--- config.mk ---
export PLATFORM = sky130hd
export DESIGN_NAME = screen_scanner
export DESIGN_NICKNAME = d
export VERILOG_FILES = /design/src/rtl/screen_scanner.sv
export SDC_FILE = /design/constraint.sdc
export NUM_CORES = 1
export LEC_CHECK = 0
export ABC_AREA = 1
export BUFFER_PORTS_ARGS = -buffer_cell sky130_fd_sc_hd__buf_2
export CORE_AREA = 2 2 102 104
export CTS_BUF_LIST = sky130_fd_sc_hd__clkbuf_8
export CTS_CLUSTER_SIZE = 24
export DETAILED_ROUTE_END_ITERATION = 16
export DIE_AREA = 0 0 104 106
export PLACE_DENSITY = 0.65
export SKIP_LAST_GASP = 1
export SLEW_MARGIN = 20
export SYNTH_ARGS = -nofsm -noshare
export SYNTH_HDL_FRONTEND = slang
export SYNTH_SLANG_ARGS = --single-unit
--- constraint.sdc ---
create_clock -name clk -period 1.94 [get_ports clk]
set_input_delay 0.291 -clock clk [delete_from_list [all_inputs] [get_ports clk]]
set_output_delay 0.291 -clock clk [all_outputs]
set_load 0.005 [all_outputs]
--- src/rtl/screen_scanner.sv ---
// Framebuffer scan-out: prefetches one word ahead over a req/ack read port,
// serializes 16 pixels per word and generates raster sync/active timing.
module screen_scanner #(
  parameter int H_ACTIVE = 512,
  parameter int H_FRONT  = 16,
  parameter int H_SYNC   = 64,
  parameter int H_BACK   = 48,
  parameter int V_ACTIVE = 256,
  parameter int V_FRONT  = 10,
  parameter int V_SYNC   = 2,
  parameter int V_BACK   = 33,
  parameter int BASE_ADR = 16384
) (
  input  logic        clk,
  input  logic        rst_n,
  input  logic        pix_en,
  output logic        fb_req,
  output logic [14:0] fb_adr,
  input  logic        fb_ack,
  input  logic [15:0] fb_data,
  output logic        pixel,
  output logic        hsync,
  output logic        vsync,
  output logic        active,
  output logic        underrun
);

  localparam int H_TOTAL = H_ACTIVE + H_FRONT + H_SYNC + H_BACK;
  localparam int V_TOTAL = V_ACTIVE + V_FRONT + V_SYNC + V_BACK;
  localparam int WORDS   = (H_ACTIVE / 16) * V_ACTIVE;
  localparam int HW      = $clog2(H_TOTAL + 1);
  localparam int VW      = $clog2(V_TOTAL + 1);
  localparam int FW      = $clog2(WORDS + 1);

  localparam logic [HW-1:0] H_LAST   = HW'(H_TOTAL - 1);
  localparam logic [HW-1:0] H_VIS    = HW'(H_ACTIVE);
  localparam logic [HW-1:0] HS_BEG   = HW'(H_ACTIVE + H_FRONT);
  localparam logic [HW-1:0] HS_END   = HW'(H_ACTIVE + H_FRONT + H_SYNC);
  localparam logic [VW-1:0] V_LAST   = VW'(V_TOTAL - 1);
  localparam logic [VW-1:0] V_VIS    = VW'(V_ACTIVE);
  localparam logic [VW-1:0] VS_BEG   = VW'(V_ACTIVE + V_FRONT);
  localparam logic [VW-1:0] VS_END   = VW'(V_ACTIVE + V_FRONT + V_SYNC);
  localparam logic [FW-1:0] WORD_CNT = FW'(WORDS);
  localparam logic [14:0]   ADR_BASE = 15'(BASE_ADR);

  typedef enum logic {IDLE, REQ} state_t;

  state_t          state_q, state_d;
  logic [HW-1:0]   h_cnt;
  logic [VW-1:0]   v_cnt;
  logic [15:0]     shift_word;
  logic [15:0]     next_word;
  logic            next_full;
  logic [FW-1:0]   fetch_idx;
  logic            discard;

  logic            visible;
  logic            word_start;
  logic            load;
  logic            flush;
  logic            accept;
  logic            keep;
  logic [15:0]     cur_word;

  assign visible    = (h_cnt < H_VIS) && (v_cnt < V_VIS);
  assign word_start = visible && (h_cnt[3:0] == 4'd0);
  assign load       = pix_en && word_start;
  assign flush      = pix_en && (h_cnt == '0) && (v_cnt == V_VIS);
  assign accept     = (state_q == REQ) && fb_ack;
  // A flush on the same edge as an ack wins: that word belongs to the old frame.
  assign keep       = accept && !discard && !flush;
  assign fb_req     = (state_q == REQ);

  // The first pixel of a word comes straight from the prefetch slot so the
  // registered pixel output lines up with the word boundary.
  assign cur_word = word_start ? (next_full ? next_word : 16'h0000) : shift_word;

  // Raster counters.
  // NOTE: state registers use non-blocking assignments so every flop samples
  // the pre-edge values, independent of block evaluation order.
  always_ff @(posedge clk or negedge rst_n) begin
    if (!rst_n) begin
      h_cnt <= '0;
      v_cnt <= '0;
    end else if (pix_en) begin
      if (h_cnt == H_LAST) begin
        h_cnt <= '0;
        v_cnt <= (v_cnt == V_LAST) ? '0 : v_cnt + VW'(1);
      end else begin
        h_cnt <= h_cnt + HW'(1);
      end
    end
  end

  // Registered video outputs; they hold between pixel enables.
  always_ff @(posedge clk or negedge rst_n) begin
    if (!rst_n) begin
      pixel  <= 1'b0;
      hsync  <= 1'b1;
      vsync  <= 1'b1;
      active <= 1'b0;
    end else if (pix_en) begin
      pixel  <= visible && cur_word[h_cnt[3:0]];
      hsync  <= !((h_cnt >= HS_BEG) && (h_cnt < HS_END));
      vsync  <= !((v_cnt >= VS_BEG) && (v_cnt < VS_END));
      active <= visible;
    end
  end

  always_ff @(posedge clk or negedge rst_n) begin
    if (!rst_n) begin
      underrun <= 1'b0;
    end else begin
      underrun <= load && !next_full;
    end
  end

  // Shift/prefetch buffering and frame bookkeeping.
  always_ff @(posedge clk or negedge rst_n) begin
    if (!rst_n) begin
      shift_word <= '0;
      next_word  <= '0;
      next_full  <= 1'b0;
      fetch_idx  <= '0;
      discard    <= 1'b0;
    end else begin
      if (load) begin
        shift_word <= cur_word;
      end

      if (keep) begin
        next_word <= fb_data;
      end

      if (flush) begin
        next_full <= 1'b0;
        fetch_idx <= '0;
      end else if (keep) begin
        next_full <= 1'b1;
        fetch_idx <= fetch_idx + FW'(1);
      end else if (load) begin
        next_full <= 1'b0;
      end

      // An in-flight request that straddles the flush completes but is dropped.
      if (accept) begin
        discard <= 1'b0;
      end else if (flush && (state_q == REQ)) begin
        discard <= 1'b1;
      end
    end
  end

  // Fetch FSM.
  // NOTE: every combinational output gets a default first so no path leaves
  // it unassigned, which would otherwise infer a latch.
  always_comb begin
    state_d = state_q;
    case (state_q)
      IDLE: if (!next_full && (fetch_idx < WORD_CNT) && !flush) state_d = REQ;
      REQ:  if (fb_ack) state_d = IDLE;
      default: state_d = IDLE;
    endcase
  end

  always_ff @(posedge clk or negedge rst_n) begin
    if (!rst_n) begin
      state_q <= IDLE;
      fb_adr  <= ADR_BASE;
    end else begin
      state_q <= state_d;
      if ((state_q == IDLE) && (state_d == REQ)) begin
        fb_adr <= ADR_BASE + 15'(fetch_idx);
      end
    end
  end

endmodule

# After elaboration in Yosys (flattened, before gate mapping)
# Cells that the tools add are included.
# word_totals
latchBits	0
elab_cells	73
reg_bits	88
mem_bits_ro	0
memories	0
mem_bits_rw	0
# op_classes
div	0
muxes	16
shifts	0
add_sub_neg	4
eq_ne	3
bitwise_logic	1
order_cmp	8
mul	0
n_reduce_logical	27
# ops
operator	n
$mux W16	2
$mux W14	2
$lt A10 B10 Y1 const B	2
$eq A9 B9 Y1 const B	2
$lt A9 B9 Y1 const B	2
$logic_and A1 B1 Y1	16
$add A15 B14 Y15 const A	1
$add A14 B1 Y14 const B	1
$lt A14 B14 Y1 const B	1
$add A10 B1 Y10 const B	1
$eq A10 B10 Y1 const B	1
$ge A10 B10 Y1 const B	1
$logic_not A10 Y1	1
$mux W10	1
$add A9 B1 Y9 const B	1
$ge A9 B9 Y1 const B	1
$mux W9	1
$mux W1	8
$logic_not A1 Y1	5
$lt A4 B5 Y1 const B	1
$bmux W1 S4	1
$logic_not A4 Y1	1
$reduce_bool A2 Y1	2
$reduce_bool A3 Y1	1
other kinds (3)	3

# Logic depth before layout (Yosys ltp)
# Gate-level depths: netlist (run 1).
# depth
ltp_word	8
ltp_mapped	13
depth_no_buf	11

# Worst setup path before layout (run 1)
# OpenSTA, ideal clock, no wires.
# synth_timing
path_type	reg-to-reg
start	reg h_cnt[0]
end	reg next_word[10]
path_slack_ns	0.084
path_stages_with_launch	14
setup_time_ns	0.116
synth_period_minus_slack_ns	1.856
t_arrival_ns	1.740
path_buffers	2
required_time_ns	1.824
path_cell_list	dfrtp_1 -> buf_2 -> inv_2 -> ha_1 -> nand2_4 -> inv_4 -> nand4_4 -> nor2_4 -> nand3_4 -> nand2_4 -> inv_4 -> buf_6 -> nand2_1 -> nand2_1
# synth_via
elab_chain_len	5
# synth_lines
element	line_no	source
start: declaration	49	logic [HW-1:0] h_cnt;
start signal: assignment	90	h_cnt <= h_cnt + HW'(1);
$logic_not A10 Y1	68	assign flush = pix_en && (h_cnt == '0) && (v_cnt == V_VIS);
$logic_and A1 B1 Y1 (2 in series)	68	
$logic_not A1 Y1	71	assign keep = accept && !discard && !flush;
$logic_and A1 B1 Y1	71	
end signal: assignment	132	next_word <= fb_data;
end: declaration	52	logic [15:0] next_word;
# Every way passes these cells.
# A chain may end at the register's enable or synchronous reset.

# Final worst setup path (run 1)
# layout_timing
start	reg h_cnt[1]
end	reg fb_adr[3]
# layout_via
elab_chain_len	8
# layout_lines
element	line_no	source
$logic_not A10 Y1	68	
$logic_and A1 B1 Y1 (2 in series)	68	
$logic_not A1 Y1	160	IDLE: if (!next_full && (fetch_idx < WORD_CNT) && !flush) state_d = REQ;
$logic_and A1 B1 Y1	160	
$mux W1	160	
$pmux W1 S2	159	case (state_q)
$logic_and A1 B1 Y1	172	if ((state_q == IDLE) && (state_d == REQ)) begin
end signal: assignment	173	fb_adr <= ADR_BASE + 15'(fetch_idx);
end: declaration	18	output logic [14:0] fb_adr,
# Every way passes these cells.

==> results.toml, run 1 <==
[sta]
setup_tns_ns = 0
timing.fmax_mhz = 541
worst_pin_slew_ns = 0.572
hold_violations = 0
grt_setup_unrepaired = "true"
min_period_ns = 1.85
setup-violations-final = 0
fin_ws_ns = 0.0903
maxSlewViolCount = 0
hold_slack_ns = 0.116
relSlewSlack_pct = 61.8
fin_crit_sh_pct = 95.3
clock_skew_ns = 0.0161

[layout]
diodes = 0
fillers = 998
syn2layout_area_growth_pct = 13.3
drive_gt1_share_pct = 16.8
layout_commonest_cell = "nand2_1"
stdcell_count = 730
layout_common_cells = "nand2_1 (152), dfrtp_1 (85), inv_1 (66), nand3_1 (63), buf_2 (38)"
postLayoutCellArea_um2 = 5030
multi_input_area_um2 = 1900
seqCellArea_um2 = 2180
fin_nets = 614
fin_util_pct = 50.4

[logic_synthesis]
muxShareOfSynthArea_pct = 0
avgSynthCellArea_um2 = 8.24
syn-num-nets = 564
ys_types = 45
synth-simple-area-share_pct = 31.3
synth_top_family_by_area = "simple AND/OR/NAND/NOR gates"
syn_inst = 539
synthTopCellsByArea = "dfrtp_1 (48%), nand2_1 (13%), nand3_1 (7.1%)"
yosys.area.top_type_share_pct = 47.9
synth_xor_area_share_pct = 1.58
synth_compound_area_share_pct = 8.03
netlist_area_um2 = 4440
synth_top_cell_by_area = "dfrtp_1"
synth_fa_ha_area_share_pct = 1.41
yosysSeqAreaShare_pct = 49.1
yosysWarnings = 0
ys_ff_latch = 87

[critical_path]
crit_fanout = 13
crit_family = "simple AND/OR/NAND/NOR gates"
critPathMaxStageDelay_ns = 0.43
critical_path.cell_chain = "inv_1 > ha_1 > nand2_4 > inv_4 > nand4_4 > nor2_4 > nand3_4 > nand4_2 > nand2_1 > o21ai_1"
required_ns = 2.22
path_class = "reg -> reg"
crit_arrival_ns = 2.13
slowest_stage = "dfrtp_1"
endpoint_kind = "register"
critPathLaunchType = "register"
cp.buffers_inverters = 2

[place]
dpl.hpwl_um = 6810
place_area_um2 = 4810
pre_cts_ws_ns = 0.114
place_inst = 711
portBuffers = 39
routabilityCongestion = 0.903

[clock_tree]
tritoncts = "yes"
clock_sinks = 87
clockBufferDepth = 2
cts-htree-levels = 3
clk_pin_slew_ns = 0.10
insertion_delay_ns = 0.37
root_buffer = "clkbuf_8"
cts_buffers = 9

[outcome]
status = "completed"

[floorplanning]
std_cell_rows = 37
fp.dieArea_um2 = 11000
die_w_um = 104
start_util_pct = 44.4
coreArea_um2 = 10000
num_io_pins = 41
fp.dieH_um = 106

[routing]
ant_nets = 0
drc = 0
firstDrtPassIters = 5
first_iter_violations = 283
wl_um = 9500
via_count = 3705
viasPerCell = 5.08
avgRoutedWirePerCell_um = 13.0

[grt]
grt_use_total_pct = 18.4
antenna_found_initial = 0
grt_pass1_vias = 3497
grt_pass1_wl_um = 16500
grt-ovfl-total = 0
grt_max_degree = 42

[run]
max_cap_violations = 0

[power]
p_leak_nw = 2.54
irDropWorstVdd_mv = 0.664
finalPower_mw = 5.72
power_density_nw_per_um2 = 1140

[worst_hold_path]
worst_hold_path_type = "in -> reg"
## metal layers
metal	up-vias	wire (µm)	track usage, %
li1	1837	-	-
met1	1777	4660	26.2
met2	80	4320	27.8
met3	11	382	3.49
met4	0	138	7.63
met5	-	0	0
## synthesized netlist by cell type, drive strengths merged
cell type and number:
nand2 155, dfrtp 85, inv 71, nand3 66, o21ai 40, nor2 37
a21oi 12, buf 12, nor3 12, nand4 10, xor2 7, ha 5
clkbuf 4, a31oi 3, nand3b 3, dfstp 2, nor3b 2, nor4 2
o31ai 2, a221oi 1, a22oi 1, conb 1, o211a 1, o211ai 1
o21a 1, o21ba 1, o22ai 1, xnor2 1
## worst min-delay path: cells and delay by family
family	cells	cell delay, ns
simple gates	2	0.08
buf+inv	1	0.07
## area by class of cell
type / count / share of cell area, %
clock buffers: 10 / 2.73
well taps: 136 / 3.38
flip-flops and latches: 87 / 43.3
multi-input cells: 366 / 37.8
inverters: 71 / 5.44
repair buffers: 54 / 6.46
clock inverters: 6 / 0.919
## worst paths after layout
path | start | cells past startpoint | end | slack (ns)
worst max register to register | h_cnt[1] | 10 | fb_adr[3] | 0.09
worst min register to register | next_word[11] | 2 | next_word[11] | 0.49
worst min-delay path | fb_data[6] | 3 | next_word[6] | 0.12
min in group asynchronous | rst_n | 2 | h_cnt[1] | 0.40
worst max-delay path | h_cnt[1] | 10 | fb_adr[3] | 0.09
max in group asynchronous | rst_n | 3 | hsync | 0.89
## where the power goes
group / switching [mW] / leakage, nW / internal (mW)
clock: 0.680 / 0.0885 / 0.504
combinational: 1.10 / 1.37 / 0.679
sequential: 0.435 / 1.08 / 2.32
total: 2.21 / 2.54 / 3.51
## cells by family (layout without fill, tap and decap cells)
group	after synthesis	count (layout)
AND/OR/NAND/NOR	287	288
flip-flops	87	87
other	1	1
buffers and inverters	87	141
XOR/XNOR	8	8
adder cells (fa/ha/maj)	5	5
AO/OA/AOI/OAI	64	64
## timing repair
item,in CTS,in global routing
setup endpoints to repair,0,4
gates resized for setup,0,1
hold buffers,1,0
buffers inserted,0,1
endpoints found under the hold margin,26,0
## registers in the layout, summed over array words and instances, names as in the netlist, 9 cells and up
name,flops
next_word,16
shift_word,16
fb_adr,14
fetch_idx,14
h_cnt,10
v_cnt,9
(Power assumes the default switching activity.)
==> run 2, diff against run 1 <==
--- a/config.mk
+++ b/config.mk
@@ -13,6 +13,7 @@
 export DETAILED_ROUTE_END_ITERATION = 16
 export DIE_AREA = 0 0 104 106
 export PLACE_DENSITY = 0.65
+export REMOVE_ABC_BUFFERS = 1
 export SKIP_LAST_GASP = 1
 export SLEW_MARGIN = 20
 export SYNTH_ARGS = -nofsm -noshare
==> results.toml, run 2 (synthesis gave the netlist of run 1 again) <==
[outcome]
status = "completed"

[layout]
stdcell_count = 729
syn2layout_area_growth_pct = 14.0
drive_gt1_share_pct = 16.9
layout_common_cells = "nand2_1 (152), dfrtp_1 (85), inv_1 (66), nand3_1 (63), buf_2 (38)"
diodes = 0
top_regs = "next_word (16), shift_word (16)"
layout_commonest_cell = "nand2_1"
fin_nets = 613
postLayoutCellArea_um2 = 5070

[critical_path]
crit_family = "simple AND/OR/NAND/NOR gates"
critical_path.cell_chain = "nor2_1 > nand3_2 > nor3b_2 > nand3_4 > nand4_4 > buf_12 > nand2_1 > o21ai_1"
path_class = "reg -> reg"
r2r_slack_ns = 0.18
crit_arrival_ns = 2.05
r2r_end = "fb_adr[12]"
rr_startpoint = "v_cnt[6]"
critPathLaunchType = "register"
rr_worst_depth = 8
critPathMaxStageDelay_ns = 0.42
crit_fanout = 17
required_ns = 2.24
cp.buffers_inverters = 1
endpoint_kind = "register"
slowest_stage = "dfrtp_1"

[clock_tree]
cts_buffers = 9
clockBufferDepth = 2
tritoncts = "yes"
clock_sinks = 87
cts-htree-levels = 3
clk_pin_slew_ns = 0.09
insertion_delay_ns = 0.37
root_buffer = "clkbuf_8"

[sta]
timing.fmax_mhz = 569
setup-violations-final = 0
hold_violations = 0
worst_pin_slew_ns = 0.646
setup_tns_ns = 0
min_period_ns = 1.76
fin_ws_ns = 0.184
clock_skew_ns = 0.0134
maxSlewViolCount = 0
fin_crit_sh_pct = 90.5
relSlewSlack_pct = 57.0

[power]
p_leak_nw = 2.55
irDropWorstVdd_mv = 0.604
p_switching_mw = 2.16
power_density_nw_per_um2 = 1150
pwr-share-comb_pct = 30.2
power.internal_mw = 3.67
finalPower_mw = 5.83
switching_share_pct = 37.1
seqPwrFrac_pct = 47.4
clkPwrFrac_pct = 22.5

[routing]
viasPerCell = 4.98
first_iter_violations = 177
drc = 0
wl_um = 9250
avgRoutedWirePerCell_um = 12.7
ant_nets = 0
via_count = 3633
firstDrtPassIters = 5

[grt]
grt-ovfl-total = 0
grt_pass1_vias = 3539
grt_pass1_wl_um = 16400
grt_max_degree = 41
grt_use_total_pct = 18.2
antenna_found_initial = 0

[floorplanning]
die_w_um = 104
num_io_pins = 41
coreArea_um2 = 10000
std_cell_rows = 37
fp.dieH_um = 106
start_util_pct = 44.4
fp.dieArea_um2 = 11000

[worst_hold_path]
min_path_cells = 3
min_to = "next_word[0]"
worst_hold_path_type = "in -> reg"
min_from = "fb_data[0]"

[place]
place_area_um2 = 4830
dpl.hpwl_um = 6700
portBuffers = 39
pre_cts_ws_ns = 0.162
place_inst = 711
routabilityCongestion = 0.849

[run]
max_cap_violations = 0
[run 2: stage by stage]
stage                     hold slack [ns]  utilization [%]
after floorplan                  -0.00459                -
after global placement              0.314             48.3
after detailed placement            0.320             48.3
after CTS                           0.101             50.4
after global routing                0.115             50.7
final                               0.113             50.7
[run 2: cell type report]
type / instances / area (µm²)
Sequential cell: 87 / 2180
Clock inverter: 6 / 68.8
Tap cell: 136 / 170
Fill cell: 1002 / 4930
Inverter: 71 / 274
Multi-Input combinational cell: 365 / 1900
Timing Repair Buffer: 54 / 338
Clock buffer: 10 / 138
[run 2: how the worst max path moves through the flow]
| stage | startpoint | to | slack (ns) | cells past startpoint |
|---|---|---|---|---|
| detailed placement | h_cnt[1] | fb_adr[10] | 0.16 | 11 |
| finish | v_cnt[6] | fb_adr[12] | 0.18 | 8 |
| global placement | h_cnt[5] | fetch_idx[6] | 0.23 | 6 |
| floorplan | h_cnt[0] | next_full | 0.003 | 11 |
| CTS | v_cnt[6] | fb_adr[12] | 0.15 | 8 |
| global route | fetch_idx[0] | fetch_idx[12] | -0.05 | 9 |
[run 2: repair_timing]
item	CTS	global route
resized for setup	0	3
endpoints found under the setup margin	0	4
endpoints found under the hold margin	37	0
setup buffers	0	1
hold buffers	1	0
[run 2: routing by layer]
metal  vias to the layer above  global-route usage (%)  part of all wire (%)
met5                         -                       0                     0
met4                         0                    7.82                   1.9
met3                        13                    2.76                   3.6
met2                        62                    28.4                    45
met1                      1723                    25.4                    49
li1                       1835                       -                     -
[run 2: tightest hold or removal path, delay by kind of cell]
kind	cells	cell delay [ns]
buf+inv	1	0.07
simple gates	2	0.08
[run 2: power groups by stage]
stage / Clock, mW / Combinational, mW / Sequential (mW)
4_1_cts: 1.35 / 1.77 / 2.77
6_report: 1.31 / 1.76 / 2.76
2_1_floorplan: 0 / 1.15 / 2.71
3_5_place_dp: 0 / 1.76 / 2.79
5_1_grt: 1.41 / 2.04 / 2.84
3_3_place_gp: 0 / 1.71 / 2.78
